### config.mk
export PLATFORM = sky130hd
export DESIGN_NAME = dmem_arbiter
export DESIGN_NICKNAME = d
export VERILOG_FILES = /design/src/rtl/dmem_arb_pkg.sv /design/src/rtl/dmem_arb_starve.sv /design/src/rtl/dmem_arbiter.sv
export SDC_FILE = /design/constraint.sdc
export NUM_CORES = 1
export LEC_CHECK = 0
export CORE_AREA = 3 3 110 112
export CTS_CLUSTER_SIZE = 24
export DETAILED_ROUTE_END_ITERATION = 7
export DIE_AREA = 0 0 113 115
export PLACE_DENSITY = 0.64
export SETUP_SLACK_MARGIN = 0.15
export SLEW_MARGIN = 20
export SYNTH_ARGS = -nofsm -noshare
export SYNTH_HDL_FRONTEND = slang
export SYNTH_HIERARCHICAL = 1
export SYNTH_SLANG_ARGS = --single-unit
### constraint.sdc
create_clock -name clk -period 2.75 [get_ports clk]
set_input_delay 0.55 -clock clk [delete_from_list [all_inputs] [get_ports clk]]
set_output_delay 0.55 -clock clk [all_outputs]
set_load 0.1 [all_outputs]
### src/rtl/dmem_arb_pkg.sv
// Shared types and default parameters for the data-memory arbiter.
package dmem_arb_pkg;

  typedef enum logic [1:0] {
    NONE = 2'd0,
    CPU  = 2'd1,
    IO   = 2'd2
  } owner_t;

  localparam int DEF_ADDR_W     = 14;
  localparam int DEF_DATA_W     = 32;
  localparam int DEF_STARVE_MAX = 4;

endpackage

### src/rtl/dmem_arb_starve.sv
// Starvation guard: counts consecutive denied IO cycles and forces an IO
// grant once the count reaches STARVE_MAX.
module dmem_arb_starve
  import dmem_arb_pkg::*;
#(
  parameter int STARVE_MAX = DEF_STARVE_MAX
) (
  input  logic clk,
  input  logic rst,
  input  logic io_req_i,
  input  logic io_gnt_i,
  output logic force_io_o
);

  logic [3:0] starve_cnt_q;
  logic [3:0] starve_cnt_d;

  always_comb begin
    starve_cnt_d = starve_cnt_q;
    if (!io_req_i || io_gnt_i) begin
      starve_cnt_d = 4'd0;
    end else begin
      starve_cnt_d = starve_cnt_q + 4'd1;
    end
  end

  always_ff @(posedge clk or posedge rst) begin
    if (rst) begin
      starve_cnt_q <= 4'd0;
    end else begin
      starve_cnt_q <= starve_cnt_d;
    end
  end

  assign force_io_o = (starve_cnt_q == 4'(STARVE_MAX));

endmodule

### src/rtl/dmem_arbiter.sv
// CPU/IO arbiter in front of the single-port data memory, CPU first.
// Define DMEM_ARB_STARVE_EN to bound IO waiting with the starvation guard.
module dmem_arbiter
  import dmem_arb_pkg::*;
#(
  parameter int ADDR_W     = DEF_ADDR_W,
  parameter int DATA_W     = DEF_DATA_W,
  parameter int STARVE_MAX = DEF_STARVE_MAX
) (
  input  logic              clk,
  input  logic              rst,
  input  logic              cpu_req,
  input  logic              cpu_we,
  input  logic [31:0]       cpu_addr,
  input  logic [DATA_W-1:0] cpu_wdata,
  output logic              cpu_gnt,
  output logic              cpu_rvalid,
  output logic [DATA_W-1:0] cpu_rdata,
  output logic              cpu_err,
  input  logic              io_req,
  input  logic              io_we,
  input  logic [31:0]       io_addr,
  input  logic [DATA_W-1:0] io_wdata,
  output logic              io_gnt,
  output logic              io_rvalid,
  output logic [DATA_W-1:0] io_rdata,
  output logic              io_err,
  output logic              mem_en,
  output logic              mem_we,
  output logic [ADDR_W-1:0] mem_addr,
  output logic [DATA_W-1:0] mem_wdata,
  input  logic [DATA_W-1:0] mem_rdata
);

  logic              force_io;
  logic              gnt_any;
  logic              gnt_we;
  logic [31:0]       gnt_addr;
  logic [DATA_W-1:0] gnt_wdata;
  logic              gnt_oor;
  owner_t            rd_owner_q, rd_owner_d;
  logic              rd_oor_q, rd_oor_d;

`ifdef DMEM_ARB_STARVE_EN
  dmem_arb_starve #(
    .STARVE_MAX(STARVE_MAX)
  ) u_starve (
    .clk       (clk),
    .rst       (rst),
    .io_req_i  (io_req),
    .io_gnt_i  (io_gnt),
    .force_io_o(force_io)
  );
`else
  assign force_io = 1'b0;
`endif

  // Grants are held low while reset is asserted so nothing reaches memory.
  assign cpu_gnt = ~rst & cpu_req & ~(force_io & io_req);
  assign io_gnt  = ~rst & io_req & (~cpu_req | force_io);
  assign gnt_any = cpu_gnt | io_gnt;

  assign gnt_we    = io_gnt ? io_we    : cpu_we;
  assign gnt_addr  = io_gnt ? io_addr  : cpu_addr;
  assign gnt_wdata = io_gnt ? io_wdata : cpu_wdata;
  assign gnt_oor   = |gnt_addr[31:ADDR_W];

  // Out-of-range accesses are granted but never touch the memory.
  assign mem_en    = gnt_any & ~gnt_oor;
  assign mem_we    = mem_en & gnt_we;
  assign mem_addr  = gnt_addr[ADDR_W-1:0];
  assign mem_wdata = gnt_wdata;

  always_comb begin
    rd_owner_d = NONE;
    rd_oor_d   = 1'b0;
    if (gnt_any && !gnt_we) begin
      rd_owner_d = io_gnt ? IO : CPU;
      rd_oor_d   = gnt_oor;
    end
  end

  always_ff @(posedge clk or posedge rst) begin
    if (rst) begin
      rd_owner_q <= NONE;
      rd_oor_q   <= 1'b0;
    end else begin
      rd_owner_q <= rd_owner_d;
      rd_oor_q   <= rd_oor_d;
    end
  end

  assign cpu_rvalid = (rd_owner_q == CPU);
  assign io_rvalid  = (rd_owner_q == IO);
  assign cpu_err    = cpu_rvalid & rd_oor_q;
  assign io_err     = io_rvalid & rd_oor_q;
  assign cpu_rdata  = (cpu_rvalid && !rd_oor_q) ? mem_rdata : '0;
  assign io_rdata   = (io_rvalid && !rd_oor_q) ? mem_rdata : '0;

endmodule
* Word-level counts from Yosys, hierarchy flattened
Cells that the tools add are included.
** Cells by class
- Muxes and demuxes :: 8
- Multipliers :: 0
- Div/mod/pow operators :: 0
- Bitwise gates (word level) :: 11
- $lt $le $gt $ge :: 0
- Shift-type cells :: 0
- Equality and inequality tests :: 2
- Reductions and logical operators :: 6
- $add $sub $neg :: 0
** Operator list (number)
- $mux 32 :: 4
- $reduce_or 18->1 :: 1
- $and 1x1->1 :: 7
- $mux 2 :: 2
- $logic_and 1x1->1 :: 3
- $not 1->1 :: 3
- $eq 2x1->1 const B :: 1
- $eq 2x2->1 const B :: 1
- $logic_not 1->1 :: 2
- $mux 1 :: 2
- $or 1x1->1 :: 1
** Word-level totals
- Bits in read-only memories :: 0
- Bits in latches :: 0
- Bits in registers :: 3
- Memory bits (writable) :: 0
- Logic and storage cells :: 29
- Memories kept :: 0
- Bits of input ports :: 166

* Longest topological paths before layout
Gate-level depths: netlist (run 1).
- Depth after elaboration :: 8
- Mapped depth :: 5

* Worst setup path before layout (run 1)
Ideal clock, no wire load.
- Path kind :: reg-to-output
- Start :: register rd_owner_q[1]
- End :: output cpu_rdata[0]
- Arrival time :: 3.077 ns
- Slack :: -0.877 ns
- Required time :: 2.200 ns
- Stages on the path, launching flop included :: 5
- Cells stage by stage :: dfrtp_1 nor2b_1 nor2b_1 clkbuf_1 and2_1
** On the way
- Longest elaborated chain between the ends :: 3
** Ends and longest elaborated chain
- start, declared :: RTL line dmem_arbiter.sv:41 : owner_t rd_owner_q, rd_owner_d;
- start signal, assigned :: RTL line dmem_arbiter.sv:88 : rd_owner_q <= rd_owner_d;
- $eq 2x1->1 :: RTL line dmem_arbiter.sv:93 : assign cpu_rvalid = (rd_owner_q == CPU);
- named net cpu_rvalid :: RTL line dmem_arbiter.sv:17 : output logic cpu_rvalid,
- $logic_and 1x1->1 :: RTL line dmem_arbiter.sv:97 : assign cpu_rdata = (cpu_rvalid && !rd_oor_q) ? mem_rdata : '0;
- $mux 32 :: RTL line dmem_arbiter.sv:97
- end, declared :: RTL line dmem_arbiter.sv:18 : output logic [DATA_W-1:0] cpu_rdata,
The timed path passes the listed nets, and every way through them passes these cells.

* Worst setup path in the final report (run 1)
- Start :: input io_addr[21]
- End :: output mem_en
** On the way
- Longest elaborated chain between the ends :: 4
** Ends and longest elaborated chain
- start, declared :: RTL line dmem_arbiter.sv:22 : input logic [31:0] io_addr,
- $mux 32 :: RTL line dmem_arbiter.sv:64 : assign gnt_addr = io_gnt ? io_addr : cpu_addr;
- $reduce_or 18->1 :: RTL line dmem_arbiter.sv:66 : assign gnt_oor = |gnt_addr[31:ADDR_W];
- $not 1->1 :: RTL line dmem_arbiter.sv:69 : assign mem_en = gnt_any & ~gnt_oor;
- $and 1x1->1 :: RTL line dmem_arbiter.sv:69
- end, declared :: RTL line dmem_arbiter.sv:28 : output logic mem_en,
No other way between the ends.

==> results.sh, run 1 <==
export IMPL_wl_per_cell_um=16.2
export IMPL_hpwlAfterDp_um=8840
export IMPL_synth_simple_gate_area_share_pct=45.6
export IMPL_finalInstanceArea_mm2=0.00552
export IMPL_dieArea_mm2=0.0130
export IMPL_antenna_found_initial=0
export IMPL_placedCellCount=582
export IMPL_clock_fmax_mhz=374
export IMPL_fin_crit_sh_pct=97.2
export IMPL_drtIter0Drc=57
export IMPL_finalMaxSlewViolations=0
export IMPL_area_growth_pct=345
export IMPL_grt_pass1_wl_um=13400
export IMPL_ir_worst_vdd_v=0.000169
export IMPL_rsz0062_at_grt="true"
export IMPL_final_cell_mix="clkdlybuf4s50_1 (138), buf_12 (114), and2_1 (64)"
export IMPL_required_ns=2.20
export IMPL_avgSynthCellArea_um2=8.10
export IMPL_synth_seq_cells=3
export IMPL_dr_pass1_iters=4
export IMPL_numCtsBuffers=3
export IMPL_routed_top_layer="met4"
export IMPL_wl_met1_um=3160
export IMPL_tritoncts="yes"
export IMPL_instances_no_fill=587
export IMPL_drt_total_wl_um=9510
export IMPL_grt_ovfl_total=0
export IMPL_core_mm2=0.0113
export IMPL_period_minus_slack_ns=2.67
export IMPL_drc_errors=0
export IMPL_synth_edf_count=0
export IMPL_hold_violations=0
export IMPL_met3_length_um=919
export IMPL_yosys_warnings=6
export IMPL_grt_max_degree=33
export IMPL_clk_pin_slew_worst_paths_ns=0.03
export IMPL_async_flop_share_pct=100
export IMPL_synth_cell_types=19
export IMPL_drv_cap=0
export IMPL_start_util_pct=11.0
export IMPL_fp_dieW_um=113
export IMPL_synthesis_area_mm2=0.00124
export IMPL_root_buffer="clkbuf_16"
export IMPL_die_h_um=115
export IMPL_via_count=2301
export IMPL_path_class="primary input to primary output"
export IMPL_synth_ff_type="dfrtp_1"
export IMPL_grt_pass1_vias=2417
export IMPL_synth_net_count=319
export IMPL_tightest_slew_ns=0.290
export IMPL_final_nets=611
export IMPL_layout_commonest_cell="clkdlybuf4s50_1"
export IMPL_status="complete, no violations"
export IMPL_critical_path_arrival_ns=2.12
export IMPL_yosys_mux_area_fraction_pct=42.6
export IMPL_power_density_mw_per_mm2=267
export IMPL_synthCells=153
export IMPL_wl_met2_um=5410
export IMPL_relSlewSlack_pct=80.6
export IMPL_crit_path_end_kind="primary output"
export IMPL_rows=39
export IMPL_synth_top_family_by_area="simple AND/OR/NAND/NOR gates"
export IMPL_cts_htree_levels=1
export IMPL_synth_compound_area_share_pct=1.82
export IMPL_diodes=0
export IMPL_post_dp_cell_area_mm2=0.00548
export IMPL_crit_fanout=2
export IMPL_setup_viol=0
export IMPL_p_leak_nw=2.25
export IMPL_gp_congestion=0.845
export IMPL_finish_utilization_pct=48.8
export IMPL_antenna_left=0
export IMPL_port_buffers=283
export IMPL_seq_area_frac_synth_pct=6.05
export IMPL_cp_start_kind="primary input"
export IMPL_io_pins=284
export IMPL_hold_class="primary input to async pin"
export IMPL_cts_sinks=3
export IMPL_synth_xor_area_share_pct=0
export IMPL_grt_total_usage_pct=13.0
export IMPL_clk_path_buf_depth=2
export IMPL_crit_start="io_addr[21]"
export IMPL_setup_tns_final_ns=0
export IMPL_vias_per_cell=3.92
export IMPL_layout_drive_gt1_share_pct=47.7
export IMPL_cts_hold_buf=0
export IMPL_synthAdderAreaFrac_pct=0
## cell type report
type / count / area, um^2
clock buffer: 4 / 78.8
fill: 1024 / 5800
inverter: 1 / 3.75
multi-input combinational: 138 / 1180
sequential: 3 / 75.1
tap: 143 / 179
timing repair buffer: 298 / 4000
## sequential cells by signal (all words and copies together) (netlist names)
signal and flops:
rd_owner_q 2, rd_oor_q 1
## power by group
part | internal [mW] | switching, mW | total, mW
clock network | 0.191 | 0.0389 | 0.230
registers | 0.0463 | 0.00151 | 0.0478
logic | 0.518 | 0.676 | 1.19
total | 0.755 | 0.717 | 1.47
## cells in the mapped netlist (all sizes together) (2+ instances only)
library cell | n | area [um^2]
or4 | 4 | 33.8
nor4 | 5 | 31.3
mux2 | 46 | 518
buf | 3 | 15.0
dfrtp | 3 | 75.1
clkbuf | 8 | 30.0
and2 | 66 | 413
nor2b | 7 | 43.8
nand4 | 2 | 12.5
## per-layer routing
layer	global-route usage (%)	vias up
li1	-	1111
met1	13.2	1018
met2	27.5	170
met3	2.95	2
met4	1.28	0
met5	0	-
## final timing paths
path	end	slack [ns]	depth (start not counted)
setup / recovery	mem_en	0.08	7
hold / removal	rd_owner_q[0]$_DFF_PP0_	0.33	3
max in group asynchronous	rd_owner_q[1]$_DFF_PP0_	2.33	3
min in group clk	rd_owner_q[0]$_DFF_PP0_	0.76	3
## cells by family (layout without fill, tap and decap cells)
kind of cell | after synthesis | after routing
AND/OR/NAND/NOR | 88 | 88
multiplexers | 47 | 47
buffers and inverters | 12 | 303
AO/OA/AOI/OAI | 3 | 3
flip-flops | 3 | 3
## repair_timing
| action | 4_1_cts | 5_1_grt |
|---|---|---|
| endpoints found under the setup margin | 48 | 23 |
| setup buffers | 1 | 0 |
| resized for setup | 72 | 7 |
| cloned | 0 | 0 |
| pin swaps | 14 | 7 |
## critical path, cell delays in order
cell             delay, ns
clkdlybuf4s15_1       0.18
nor4_2                0.24
nand4_1               0.12
or4_4                 0.53
buf_6                 0.15
a21oi_4               0.15
buf_12                0.19
## through the flow
stage | power, mW | hold WS, ns | setup WS [ns]
floorplan | 0.662 | 0.309 | -0.313
global placement | 1.26 | 0.958 | -0.287
detailed placement | 1.26 | 0.967 | -0.311
CTS | 1.49 | 0.331 | 0.0615
global route | 1.51 | 0.361 | 0.0384
finish | 1.47 | 0.326 | 0.0770
Note: power is estimated with default switching activity, not from simulation.
==> run 2: changes to the inputs <==
TNS_END_PERCENT = 10   (was default)
clock period = 2.7 ns   (was 2.75 ns; I/O delays follow)
==> results.sh, run 2 (same netlist as run 1, synthesis figures left out) <==
export IMPL_layout_drive_gt1_share_pct=48.7
export IMPL_ir_worst_vdd_v=0.000148
export IMPL_reg_largest_list="rd_owner_q x2, rd_oor_q x1"
export IMPL_io_pins=284
export IMPL_cts_sinks=3
export IMPL_antenna_found_initial=0
export IMPL_via_count=2314
export IMPL_tightest_slew_ns=0.618
export IMPL_crit_path_top_delay_cell="or4_4"
export IMPL_power_mw=1.52
export IMPL_cpMostUsedCell="or4_4"
export IMPL_grt_max_degree=33
export IMPL_clock_fmax_mhz=380
export IMPL_grt_pass1_vias=2452
export IMPL_root_buffer="clkbuf_16"
export IMPL_drc_errors=0
export IMPL_setup_viol=0
export IMPL_fin_crit_sh_pct=97.3
export IMPL_fillCellCount=1017
export IMPL_path_buf_inv=2
export IMPL_crit_chain="buf_6, or4_4, or4_4, a211oi_4, buf_12"
export IMPL_rows=39
export IMPL_port_buffers=283
export IMPL_cts_hold_buf=0
export IMPL_switching_share_pct=48.2
export IMPL_grt_ovfl_total=0
export IMPL_dr_pass1_iters=4
export IMPL_tritoncts="yes"
export IMPL_combPwrFrac_pct=81.4
export IMPL_grt_total_usage_pct=13.0
export IMPL_hpwlAfterDp_um=8280
export IMPL_drtIter0Drc=59
export IMPL_area_growth_pct=352
export IMPL_gp_congestion=0.883
export IMPL_finalInstanceArea_mm2=0.00560
export IMPL_dieArea_mm2=0.0130
export IMPL_crit_path_end_kind="primary output"
export IMPL_core_mm2=0.0113
export IMPL_crit_fanout=3
export IMPL_period_minus_slack_ns=2.63
export IMPL_antenna_left=0
export IMPL_cp_depth=5
export IMPL_p_leak_nw=2.32
export IMPL_wl_per_cell_um=16.1
export IMPL_power_density_mw_per_mm2=271
export IMPL_diodes=0
export IMPL_hold_violations=0
export IMPL_regMostFlops="rd_owner_q"
export IMPL_final_cell_mix="clkdlybuf4s50_1 (138), buf_12 (115), and2_1 (60)"
export IMPL_hold_class="primary input to async pin"
export IMPL_netSwitchingPower_mw=0.732
export IMPL_post_dp_cell_area_mm2=0.00544
export IMPL_crit_family="simple AND/OR/NAND/NOR gates"
export IMPL_vias_per_cell=3.98
export IMPL_drt_total_wl_um=9350
export IMPL_cts_htree_levels=1
export IMPL_setup_tns_final_ns=0
export IMPL_required_ns=2.16
export IMPL_finalMaxSlewViolations=0
export IMPL_rsz0062_at_grt="true"
export IMPL_p_seq_share_pct=3.2
export IMPL_max_stage_delay_ns=0.52
export IMPL_relSlewSlack_pct=58.4
export IMPL_path_class="primary input to primary output"
export IMPL_final_nets=606
export IMPL_cp_start_kind="primary input"
export IMPL_clk_path_buf_depth=2
export IMPL_drv_cap=0
export IMPL_grt_pass1_wl_um=13100
export IMPL_clock_power_share_pct=15.3
export IMPL_numCtsBuffers=3
export IMPL_setup_worst_path_end="mem_we"
export IMPL_p_int_mw=0.786
export IMPL_timing_final_ws_setup_ns=0.0719
export IMPL_critical_path_arrival_ns=2.09
export IMPL_clk_pin_slew_worst_paths_ns=0.03
export IMPL_status="complete, no violations"
export IMPL_largest_reg_flops=2
export IMPL_crit_start="io_addr[17]"
export IMPL_fp_dieW_um=113
export IMPL_die_h_um=115
export IMPL_start_util_pct=11.0
export IMPL_layout_commonest_cell="clkdlybuf4s50_1"
export IMPL_dp_slack_ns=-0.335
export IMPL_finish_utilization_pct=49.5
[run 2: cell types whose count changed in the layout (fill, tap and decap cells not counted), sizes merged]
cell           before  now
buf               147  132
clkbuf              6   21
clkdlybuf4s15       8    5
dlygate4sd2         3    0
dlymetal6s2s        0    1
[run 2: cell type report]
cell class              count  area, um^2  area share [%]
well taps                 143         179            3.19
clock buffers               4        78.8            1.41
repair buffers            293        4010            71.6
inverters                   1        3.75          0.0670
multi-input cells         138        1250            22.4
flip-flops and latches      3        75.1            1.34
[run 2: power groups by stage]
stage / Clock, mW / Combinational [mW] / Sequential [mW]
after global placement: 0 / 1.22 / 0.0500
after detailed placement: 0 / 1.23 / 0.0499
after floorplan: 0 / 0.626 / 0.0490
after global routing: 0.242 / 1.27 / 0.0497
after CTS: 0.235 / 1.24 / 0.0494
final: 0.233 / 1.24 / 0.0493
[run 2: timing repair]
action,4_1_cts,5_1_grt
resized for setup,56,45
gates cloned,2,0
setup buffers,0,1
pin swaps,14,14
endpoints found under the setup margin,48,48
[run 2: worst min-delay path by stage]
stage	startpoint	to	slack [ns]	cells after the start
floorplan	rst	rd_oor_q$_DFF_PP0_	0.30	1
global placement	rst	rd_owner_q[0]$_DFF_PP0_	0.94	3
detailed placement	rst	rd_owner_q[0]$_DFF_PP0_	0.95	3
CTS	rst	rd_owner_q[1]$_DFF_PP0_	0.49	3
global route	rst	rd_owner_q[0]$_DFF_PP0_	0.34	3
finish	rst	rd_oor_q$_DFF_PP0_	0.32	3
[run 2: through the flow]
step                hold slack [ns]  std cells
finish                        0.322        582
global route                  0.342        582
CTS                           0.491        581
detailed placement            0.946        575
global placement              0.942        575
floorplan                     0.299        153
[run 2: layer usage]
metal	GRT usage, %	share of wire [%]	vias to the layer above
met5	0	0	-
met4	4.65	2.4	0
met3	4.11	12	12
met2	26.1	54	174
met1	12.3	32	1025
li1	-	-	1103
